<file path="src/rtl/result_buffer_if.sv">
// Producer/consumer bundle for result_buffer: write port, FWFT read port and status.
// Master drives requests and accepts reads; slave is the buffer itself.
interface result_buffer_if #(
  parameter int WIDTH = 16,
  parameter int DEPTH = 8
);
  logic                     wr_req;
  logic [WIDTH-1:0]         wr_data;
  logic                     wr_last;
  logic                     rd_valid;
  logic [WIDTH-1:0]         rd_data;
  logic                     rd_last;
  logic                     rd_ready;
  logic                     full;
  logic [$clog2(DEPTH):0]   count;
  logic                     overflow;
  logic                     batch_done;
  logic                     clr_ovf;

  modport master (
    output wr_req, wr_data, wr_last, rd_ready, clr_ovf,
    input  rd_valid, rd_data, rd_last, full, count, overflow, batch_done
  );

  modport slave (
    input  wr_req, wr_data, wr_last, rd_ready, clr_ovf,
    output rd_valid, rd_data, rd_last, full, count, overflow, batch_done
  );
endinterface

</file>
<file path="src/rtl/result_buffer.sv">
// Circular FWFT buffer of {last, data} words; one-cycle write-to-read latency.
// Writes to a full buffer are dropped (sticky overflow) unless a pop frees a slot that cycle.
module result_buffer #(
  parameter int WIDTH = 16,
  parameter int DEPTH = 8
) (
  input  logic            clk,
  input  logic            rst,
  result_buffer_if.slave  bus
);
  localparam int AW = $clog2(DEPTH);
  localparam int CW = AW + 1;

  logic [WIDTH:0]  mem_q [DEPTH];
  logic [AW-1:0]   wr_ptr_q, wr_ptr_d;
  logic [AW-1:0]   rd_ptr_q, rd_ptr_d;
  logic [CW-1:0]   count_q, count_d;
  logic            ovf_q, ovf_d;
  logic            batch_done_q, batch_done_d;

  logic            full;
  logic            pop;
  logic            push;
  logic            drop;
  logic [WIDTH:0]  head;

  assign head = mem_q[rd_ptr_q];
  assign full = (count_q == CW'(DEPTH));
  assign pop  = (count_q != '0) && bus.rd_ready;
  // A pop in the same cycle frees the slot, so a full buffer can still accept.
  assign push = bus.wr_req && (!full || pop);
  assign drop = bus.wr_req && full && !pop;

  always_comb begin
    wr_ptr_d     = wr_ptr_q;
    rd_ptr_d     = rd_ptr_q;
    count_d      = count_q;
    ovf_d        = ovf_q;
    batch_done_d = 1'b0;

    if (push) wr_ptr_d = wr_ptr_q + AW'(1);
    if (pop)  rd_ptr_d = rd_ptr_q + AW'(1);

    case ({push, pop})
      2'b10:   count_d = count_q + CW'(1);
      2'b01:   count_d = count_q - CW'(1);
      default: count_d = count_q;
    endcase

    // A drop wins over a simultaneous clear so the lost word is never hidden.
    if (drop)             ovf_d = 1'b1;
    else if (bus.clr_ovf) ovf_d = 1'b0;

    batch_done_d = pop && head[WIDTH];
  end

  always_ff @(posedge clk) begin
    if (rst) begin
      wr_ptr_q     <= '0;
      rd_ptr_q     <= '0;
      count_q      <= '0;
      ovf_q        <= 1'b0;
      batch_done_q <= 1'b0;
    end else begin
      wr_ptr_q     <= wr_ptr_d;
      rd_ptr_q     <= rd_ptr_d;
      count_q      <= count_d;
      ovf_q        <= ovf_d;
      batch_done_q <= batch_done_d;
    end
  end

  always_ff @(posedge clk) begin
    if (!rst && push) mem_q[wr_ptr_q] <= {bus.wr_last, bus.wr_data};
  end

  assign bus.rd_valid   = (count_q != '0);
  assign bus.rd_data    = head[WIDTH-1:0];
  assign bus.rd_last    = head[WIDTH];
  assign bus.full       = full;
  assign bus.count      = count_q;
  assign bus.overflow   = ovf_q;
  assign bus.batch_done = batch_done_q;
endmodule

</file>
<file path="src/flat_wrapper.sv">
// flat-port wrapper written by rule: the top's interface ports become plain ports
module result_buffer_flat 
#(
  parameter int WIDTH = 16,
  parameter int DEPTH = 8
)
  (clk, rst, bus_wr_req, bus_wr_data, bus_wr_last, bus_rd_ready, bus_clr_ovf, bus_rd_valid, bus_rd_data, bus_rd_last, bus_full, bus_count, bus_overflow, bus_batch_done);
  result_buffer_if #(.WIDTH(WIDTH), .DEPTH(DEPTH)) bus_i ();
  input  logic clk;
  input  logic rst;
  input wire logic [$bits(bus_i.wr_req)-1:0] bus_wr_req;
  input wire logic [$bits(bus_i.wr_data)-1:0] bus_wr_data;
  input wire logic [$bits(bus_i.wr_last)-1:0] bus_wr_last;
  input wire logic [$bits(bus_i.rd_ready)-1:0] bus_rd_ready;
  input wire logic [$bits(bus_i.clr_ovf)-1:0] bus_clr_ovf;
  output wire logic [$bits(bus_i.rd_valid)-1:0] bus_rd_valid;
  output wire logic [$bits(bus_i.rd_data)-1:0] bus_rd_data;
  output wire logic [$bits(bus_i.rd_last)-1:0] bus_rd_last;
  output wire logic [$bits(bus_i.full)-1:0] bus_full;
  output wire logic [$bits(bus_i.count)-1:0] bus_count;
  output wire logic [$bits(bus_i.overflow)-1:0] bus_overflow;
  output wire logic [$bits(bus_i.batch_done)-1:0] bus_batch_done;
  assign bus_i.wr_req = bus_wr_req;
  assign bus_i.wr_data = bus_wr_data;
  assign bus_i.wr_last = bus_wr_last;
  assign bus_i.rd_ready = bus_rd_ready;
  assign bus_i.clr_ovf = bus_clr_ovf;
  assign bus_rd_valid = bus_i.rd_valid;
  assign bus_rd_data = bus_i.rd_data;
  assign bus_rd_last = bus_i.rd_last;
  assign bus_full = bus_i.full;
  assign bus_count = bus_i.count;
  assign bus_overflow = bus_i.overflow;
  assign bus_batch_done = bus_i.batch_done;
  result_buffer #(.WIDTH(WIDTH), .DEPTH(DEPTH)) u_core (.clk(clk), .rst(rst), .bus(bus_i));
endmodule
</file>
<file path="config.mk">
export PLATFORM = sky130hd
export DESIGN_NAME = result_buffer_flat
export DESIGN_NICKNAME = d
export VERILOG_FILES = /design/src/rtl/result_buffer_if.sv /design/src/rtl/result_buffer.sv /design/src/flat_wrapper.sv
export SDC_FILE = /design/constraint.sdc
export NUM_CORES = 1
export LEC_CHECK = 0
export CORE_UTILIZATION = 58
export CTS_CLUSTER_SIZE = 10
export DETAILED_ROUTE_END_ITERATION = 8
export GPL_TIMING_DRIVEN = 0
export MAX_ROUTING_LAYER = met4
export PLACE_DENSITY_LB_ADDON = 0.2
export SYNTH_ARGS = -nofsm -noshare
export SYNTH_HDL_FRONTEND = slang
export SYNTH_SLANG_ARGS = --single-unit
</file>
<file path="constraint.sdc">
create_clock -name clk -period 6.9 [get_ports clk]
set_clock_uncertainty 0.05 [all_clocks]
set_input_delay 2.07 -clock clk [delete_from_list [all_inputs] [get_ports clk]]
set_output_delay 2.07 -clock clk [all_outputs]
set_load 0.005 [all_outputs]
</file>
* Word level (Yosys, flattened, before mapping)
Memories as Yosys holds them, arrays and structs flattened. A register that Yosys moved wholly into a read port is not among the register bits.
Index checks and enable logic that the tools add are counted.
** Storage, ports and cells
- Flip-flop bits (word level) :: 12
- Latch bits :: 0
- Memory bits (writable) :: 136
- ROM bits :: 0
- Input bits :: 22
- Output and inout port bits :: 25
- Word-level logic and storage cells :: 33
- Memories kept :: 1
** Memories
- u_core.mem_q :: words 8, width 17, read ports 1, clocked after Yosys merged registers in 1, wr ports 1, RTL line result_buffer.sv:14 : logic [WIDTH:0] mem_q [DEPTH];
** Cells by class
- $add $sub $neg :: 4
- $mul :: 0
- Divide/modulo/power cells :: 0
- Order comparisons :: 0
- Equal/unequal tests :: 3
- Shifts and indexed selects :: 0
- Multiplexer cells :: 7
- Bitwise gates (word level) :: 0
- Reductions and logical operators :: 13
** Operators with widths (number)
- $pmux W4 S2 :: 1
- $add A3 B1 Y3 const B :: 2
- $logic_and A1 B1 Y1 :: 6
- $mux W3 :: 2
- $add A4 B1 Y4 const B :: 1
- $eq A4 B4 Y1 const B :: 1
- $mux W1 :: 4
- $reduce_bool A2 Y1 :: 2
- $reduce_bool A4 Y1 :: 1
- $sub A4 B1 Y4 const B :: 1
- $logic_not A1 Y1 :: 3
- $eq A2 B1 Y1 const B :: 1
- $eq A2 B2 Y1 const B :: 1
- $logic_or A1 B1 Y1 :: 1

* Longest topological paths before layout
Gate-level depths: netlist (run 1).
- Depth in word-level cells :: 7
- Depth in mapped cells :: 11
- Depth with buffers taken out :: 9

* Worst setup path before layout (run 1)
No wires, ideal clock.
- Kind :: input -> register
- Start :: input port rst
- End :: memory u_core.mem_q[0][0] in the netlist's numbering (enable)
- Setup time :: 0.441 ns
- Data arrival time :: 4.195 ns
- Required time :: 6.409 ns
- Slack :: 2.214 ns
- Stages :: 3
- Buffers on the path :: 1
- Cell sequence :: clkbuf_1 nor2_1 nor4b_1
** Between the ends
- Longest elaborated chain between the ends :: 4
** RTL lines
- from (decl) :: RTL line flat_wrapper.sv:10 : input logic rst;
- $logic_not A1 Y1 :: RTL line result_buffer.sv:74 : if (!rst && push) mem_q[wr_ptr_q] <= {bus.wr_last, bus.wr_data};
- $logic_and A1 B1 Y1 :: RTL line result_buffer.sv:74
- $mux W1 :: RTL line result_buffer.sv:74
- $mux W1 (implied by the code) :: RTL line result_buffer.sv:74
- to (decl) :: RTL line result_buffer.sv:14
No other way between the ends.

==> run_results.csv, run 1 <==
group,metric,value,unit
sta,hold_viol,0,
final_layout,drive_above_1_share,28.9,%
clocking,cts_buffers,17,
placed_design,port_buffers,45,
die,core_area,9770,µm²
sta,finalSetupViolCount,0,
grt,grt_max_degree,17,
clocking,ctsResizeCount,0,
setup_path,start_kind,"flip-flop",
sta,slew_headroom,41.0,%
clocking,htreeDepth,4,
synth,syn-num-nets,308,
setup_path,worstPathCellList,"clkbuf_1 -> clkbuf_1 -> mux4_2 -> mux2_2 -> clkdlybuf4s50_1",
synth,ys_top_cells_by_count,"edfxtp_1 (136), mux4_2 (34), mux2_2 (17), nor2_1 (17), dfxtp_1 (15)",
clocking,clkTransAtPathRegs,0.06,ns
clocking,hold_buffers,0,
clocking,cts_sinks,151,
drt,first_iter_violations,207,
synth,synth_top_area_share,69.8,%
status,outcome,"completed",
synth,synthArstFlopShare,0,%
die,die_h,102,µm
placed_design,place_congestion,0.805,
synth,synth_edf_count,136,
placed_design,hpwl,7000,µm
clocking,clockRootBuffer,"clkbuf_8",
drt,avgRoutedWirePerCell,23.1,µm
setup_path,worstPathMaxFanout,10,
setup_path,r2r_cells,11,
die,dieWidth,102,µm
synth,synth_area,5850,µm²
drt,dr.pass1.iters,4,
setup_path,r2r-start,"u_core.bus.count[1]",
drt,avgViaCountPerCell,5.95,
sta,worst_slew_pin_slew,0.878,ns
grt,grt_overflow_total,0,
hold_path,whs_endpoint,"u_core.bus.count[3]",
die,io-pin-count,47,
final_layout,area.growth.synth_to_final,24.6,%
synth,synth_area_per_cell,20.8,µm²
drt,drcViolationCount,0,
pwr,leakagePower,0.00238,µW
clocking,post_cts_buffers,0,
pwr,cellPowerDensity,344,nW/µm²
die,dieArea,10500,µm²
synth,synth_seq_cells,151,
setup_path,cpMostUsedCell,"clkbuf_1",
grt,antenna_found_initial,0,
drt,wirelength,11600,µm
setup_path,reg2reg_setup_slack,4.04,ns
synth,synthFlopType,"edfxtp_1",
sta,maxSlewViolCount,0,
synth,synth_cells,281,
synth,yosysTopAreaCell,"edfxtp_1",
setup_path,slowest_stage,"clkbuf_1",
hold_path,whs_path_depth,2,
setup_path,slowest_delay,0.67,ns
setup_path,criticalPathCategory,"flip-flop to output port",
sta,rsz0062_at_grt,"false",
grt,grt_first_pass_wirelength,17500,µm
sta,setup_tns,0,ns
clocking,clock_latency,0.51,ns
sta,finalCritPeriodShare,74.1,%
setup_path,worstPathRequired,4.78,ns
final_layout,fin_nets,384,
synth,ys_top_cells_by_area,"edfxtp_1 (70%), mux4_2 (13%), dfxtp_1 (5.1%)",
pwr,total_power,2510,µW
sta,finalCriticalPeriod,5.11,ns
die,start_util,59.9,%
drt,route.antenna.remaining_nets,0,
sta,max_freq,196,MHz
setup_path,r2r-end,"u_core.bus.count[2]",
final_layout,diodes,0,
grt,gr-usage-all-layers,25.5,%
hold_path,min_path_type,"flip-flop to flip-flop",
pwr,vdd_ir_drop_max,0.249,mV
drt,vias,2991,
die,rows,36,
clocking,cts_tree,"yes",
synth,ys_seq_area_share,74.9,%
run,cap_viol_max_count,0,
grt,grt_pass1_vias,3011,
setup_path,critPathCaptureType,"output port",
synth,synthDistinctLibCells,32,
synth,yosys.cell_count.top_type,"edfxtp_1",
hold_path,hold_start,"u_core.bus.count[3]",
synth,ys_warn_count,0,
clocking,cts_buffer_depth,2,
setup_path,arrival,2.99,ns
-- cell families after synthesis --
kind of cell             Yosys count  synth area share, %
multiplexers                      54                 16.9
buffers and inverters             16                 1.37
XOR/XNOR                           7                 1.05
AO/OA/AOI/OAI                     11                 1.39
AND/OR/NAND/NOR                   37                 3.38
adder cells (fa/ha/maj)            5                 1.07
flip-flops                       151                 74.9
-- worst max path at each step --
stage                       from                  end  slack [ns]  cells after the start
detailed placement     flip-flop       bus_rd_data[2]        2.37                      5
finish                 flip-flop       bus_rd_data[2]        1.79                      5
floorplan                    rst   u_core.mem_q[0][0]        2.21                      3
global placement    bus_rd_ready  u_core.mem_q[0][10]        0.26                      3
global route           flip-flop       bus_rd_data[7]        1.64                      5
CTS                    flip-flop       bus_rd_data[2]        1.76                      5
-- per-stage QoR --
step / worst slack, ns / hold slack (ns) / instances / util (%) / instance area [µm²]
after CTS: 1.76 / 0.505 / 503 / 74.7 / 7300
after detailed placement: 2.37 / 0.485 / 471 / 68.2 / 6670
after global placement: 0.258 / 0.459 / 459 / 66.2 / 6470
after floorplan: 2.21 / 0.435 / 281 / - / 5850
after global routing: 1.64 / 0.527 / 503 / 74.7 / 7300
final: 1.79 / 0.499 / 503 / 74.7 / 7300
-- routing by layer --
metal / wire length [µm] / GRT usage, % / part of all wire [%] / vias up
li1: - / - / - / 1301
met1: 4700 / 33.2 / 41 / 1558
met2: 5920 / 38.5 / 51 / 120
met3: 814 / 7.32 / 7.0 / 12
met4: 161 / 9.34 / 1.4 / 0
met5: 0 / - / 0 / -
-- worst max-delay path: cells and delay by family, from the launching register on --
kind | cells | cell delay [ns]
buffers and inverters | 3 | 1.45
flip-flops | 1 | 0.31
multiplexers | 2 | 0.71
-- registers in the layout, indices dropped and copies added (netlist names), named ones only --
| name | count |
|---|---|
| u_core.mem_q | 136 |
| u_core.bus.count | 4 |
| u_core.rd_ptr_q | 3 |
| u_core.wr_ptr_q | 3 |
| u_core.bus.batch_done | 1 |
| u_core.bus.overflow | 1 |
-- placed cells by master (no fill, tap or decap), drive strengths merged, types with 6 or more instances in the layout --
master | netlist | final
xor2 | 6 | 6
nor2 | 17 | 17
dfxtp | 15 | 15
mux2 | 17 | 17
mux4 | 34 | 34
buf | 6 | 18
clkbuf | 9 | 30
clkdlybuf4s50 | 0 | 45
edfxtp | 136 | 136
-- power breakdown --
group	switching [µW]	internal (µW)	total, µW	leakage, µW
clock	348	626	974	0.000301
combinational	203	277	479	0.000731
sequential	25.9	1030	1060	0.00135
-- cell type report --
class	instances	area [µm²]
inverter	1	3.75
buffer	15	76.3
clock inverter	11	198
tap	133	166
timing repair buffer	57	614
clock buffer	21	429
fill	582	2480
sequential	151	4380
multi-input combinational	114	1430
Power figures use the tool's default switching activity.
==> run 2, diff against run 1 <==
Settings changed: CORE_UTILIZATION 58 to 52.
Clock period 6.9 ns to 4.2 ns, I/O delays scaled along.
==> run 2 against run 1 <==
Against the previous run: largest cell class unchanged; clock-buffer cell count fell by 2; routed wire length fell by 8.4%; largest power group unchanged; cell area rose by 0.15%; total power rose by 64%; register-to-register slack got worse by 2.6 ns.
==> run_results.csv, run 2 (synthesized netlist as in run 1, its figures left out) <==
group,metric,value,unit
die,die_h,108,µm
setup_path,arrival,2.68,ns
pwr,leakagePower,0.00239,µW
clocking,htreeDepth,4,
grt,antenna_found_initial,0,
pwr,p_clk_share,38.7,%
clocking,cts_buffers,17,
clocking,cts_tree,"yes",
setup_path,worstPathCellList,"clkbuf_1 -> clkbuf_2 -> mux4_2 -> mux2_2 -> clkdlybuf4s50_1",
sta,setup_tns,0,ns
setup_path,reg2reg_setup_slack,1.41,ns
final_layout,diodes,0,
final_layout,final_cell_mix,"edfxtp_1 (136), clkdlybuf4s50_1 (45), mux4_2 (34)",
drt,dr.pass1.iters,4,
setup_path,r2r_cells,11,
die,rows,38,
drt,wirelength,10600,µm
sta,slew_headroom,30.4,%
sta,hold_ws,0.497,ns
placed_design,pre_cts_ws,0.474,ns
setup_path,cp_num_cells,5,
clocking,cts_sinks,151,
sta,rsz0062_at_grt,"false",
final_layout,largest_reg_flops,136,
setup_path,r2r-start,"u_core.bus.count[1]",
drt,avgViaCountPerCell,5.60,
drt,route.antenna.remaining_nets,0,
placed_design,port_buffers,45,
pwr,vdd_ir_drop_max,0.321,mV
pwr,cellPowerDensity,563,nW/µm²
clocking,hold_buffers,0,
die,start_util,53.8,%
drt,first_iter_violations,163,
sta,finalCritPeriodShare,94.9,%
sta,finalSetupViolCount,0,
final_layout,fin_nets,384,
pwr,power.share.switching,23.2,%
setup_path,criticalPathCategory,"flip-flop to output port",
clocking,clock_latency,0.52,ns
sta,maxSlewViolCount,0,
hold_path,min_path_type,"flip-flop to flip-flop",
final_layout,layout_commonest_cell,"edfxtp_1",
clocking,cts_buffer_depth,2,
setup_path,crit_family,"buffers and inverters",
sta,finalCriticalPeriod,3.99,ns
hold_path,hold_start,"u_core.rd_ptr_q[1]",
die,dieArea,11700,µm²
pwr,p_seq_share,42.2,%
setup_path,critPathCaptureType,"output port",
final_layout,fillCellCount,706,
final_layout,utilization,67.1,%
die,core_area,10900,µm²
final_layout,regMostFlops,"u_core.mem_q",
sta,hold_viol,0,
final_layout,drive_above_1_share,31.1,%
pwr,power_frac_comb,19.1,%
sta,fin_ws,0.213,ns
clocking,clkTransAtPathRegs,0.06,ns
grt,grt_pass1_vias,3005,
final_layout,area.growth.synth_to_final,24.8,%
drt,avgRoutedWirePerCell,20.8,µm
grt,gr-usage-all-layers,21.4,%
setup_path,start_kind,"flip-flop",
grt,grt_overflow_total,0,
setup_path,slowest_stage,"clkdlybuf4s50_1",
pwr,p_int,3160,µW
drt,vias,2858,
setup_path,slowest_delay,0.45,ns
drt,drcViolationCount,0,
grt,grt_first_pass_wirelength,16600,µm
run,cap_viol_max_count,0,
sta,max_freq,251,MHz
pwr,p_sw,955,µW
grt,grt_max_degree,17,
die,io-pin-count,47,
setup_path,worstPathRequired,2.89,ns
clocking,clockRootBuffer,"clkbuf_8",
placed_design,hpwl,6920,µm
die,dieWidth,108,µm
status,outcome,"completed",
hold_path,whs_path_depth,2,
sta,worst_slew_pin_slew,1.04,ns
placed_design,place_congestion,0.709,
setup_path,crit_buf_inv,3,
setup_path,worstPathMaxFanout,10,
pwr,total_power,4120,µW
setup_path,r2r-end,"u_core.bus.count[2]",
run 2: tightest hold or removal path, stage by stage (launching register included):
cell,delay (ns)
dfxtp_1,0.33
mux2i_1,0.07
nor2_1,0.11
run 2: final cells by class:
cell class,count,area (µm²),share of cell area (%)
Multi-Input combinational cell,114,1430,19.5
Clock buffer,19,442,6.04
Tap cell,140,175,2.40
Buffer,15,88.8,1.22
Inverter,1,3.75,0.0514
Sequential cell,151,4380,60.0
Clock inverter,13,195,2.67
Timing Repair Buffer,57,594,8.13
run 2: power groups by stage:
stage	Sequential (µW)	Combinational (µW)	Clock [µW]
2_1_floorplan	1760	484	0
3_3_place_gp	1770	768	0
3_5_place_dp	1770	792	0
4_1_cts	1740	799	1620
5_1_grt	1740	862	1680
6_report	1740	786	1590
run 2: worst max path at each step:
stage / start / end
3_5_place_dp: flip-flop / bus_rd_data[7]
5_1_grt: flip-flop / bus_rd_data[7]
2_1_floorplan: rst / u_core.mem_q[0][0]
4_1_cts: flip-flop / bus_rd_data[7]
6_report: flip-flop / bus_rd_data[7]
3_3_place_gp: bus_rd_ready / u_core.mem_q[0][12]
run 2: timing repair:
| item | CTS | global route |
|---|---|---|
| resized for setup | 4 | 3 |
| setup buffers | 0 | 0 |
| setup endpoints to repair | 16 | 8 |
| endpoints found under the hold margin | 0 | 0 |
run 2: routing by layer:
metal	up-vias	track usage, %	routed length [µm]
met5	-	-	0
met4	0	9.10	88
met3	6	6.57	509
met2	81	32.5	5400
met1	1467	26.9	4620
li1	1304	-	-
run 2: metrics by stage:
| step | instances | instance area [µm²] |
|---|---|---|
| 6_report | 510 | 7310 |
| 5_1_grt | 510 | 7310 |
| 4_1_cts | 510 | 7300 |
| 3_5_place_dp | 478 | 6660 |
| 3_3_place_gp | 466 | 6480 |
| 2_1_floorplan | 281 | 5850 |
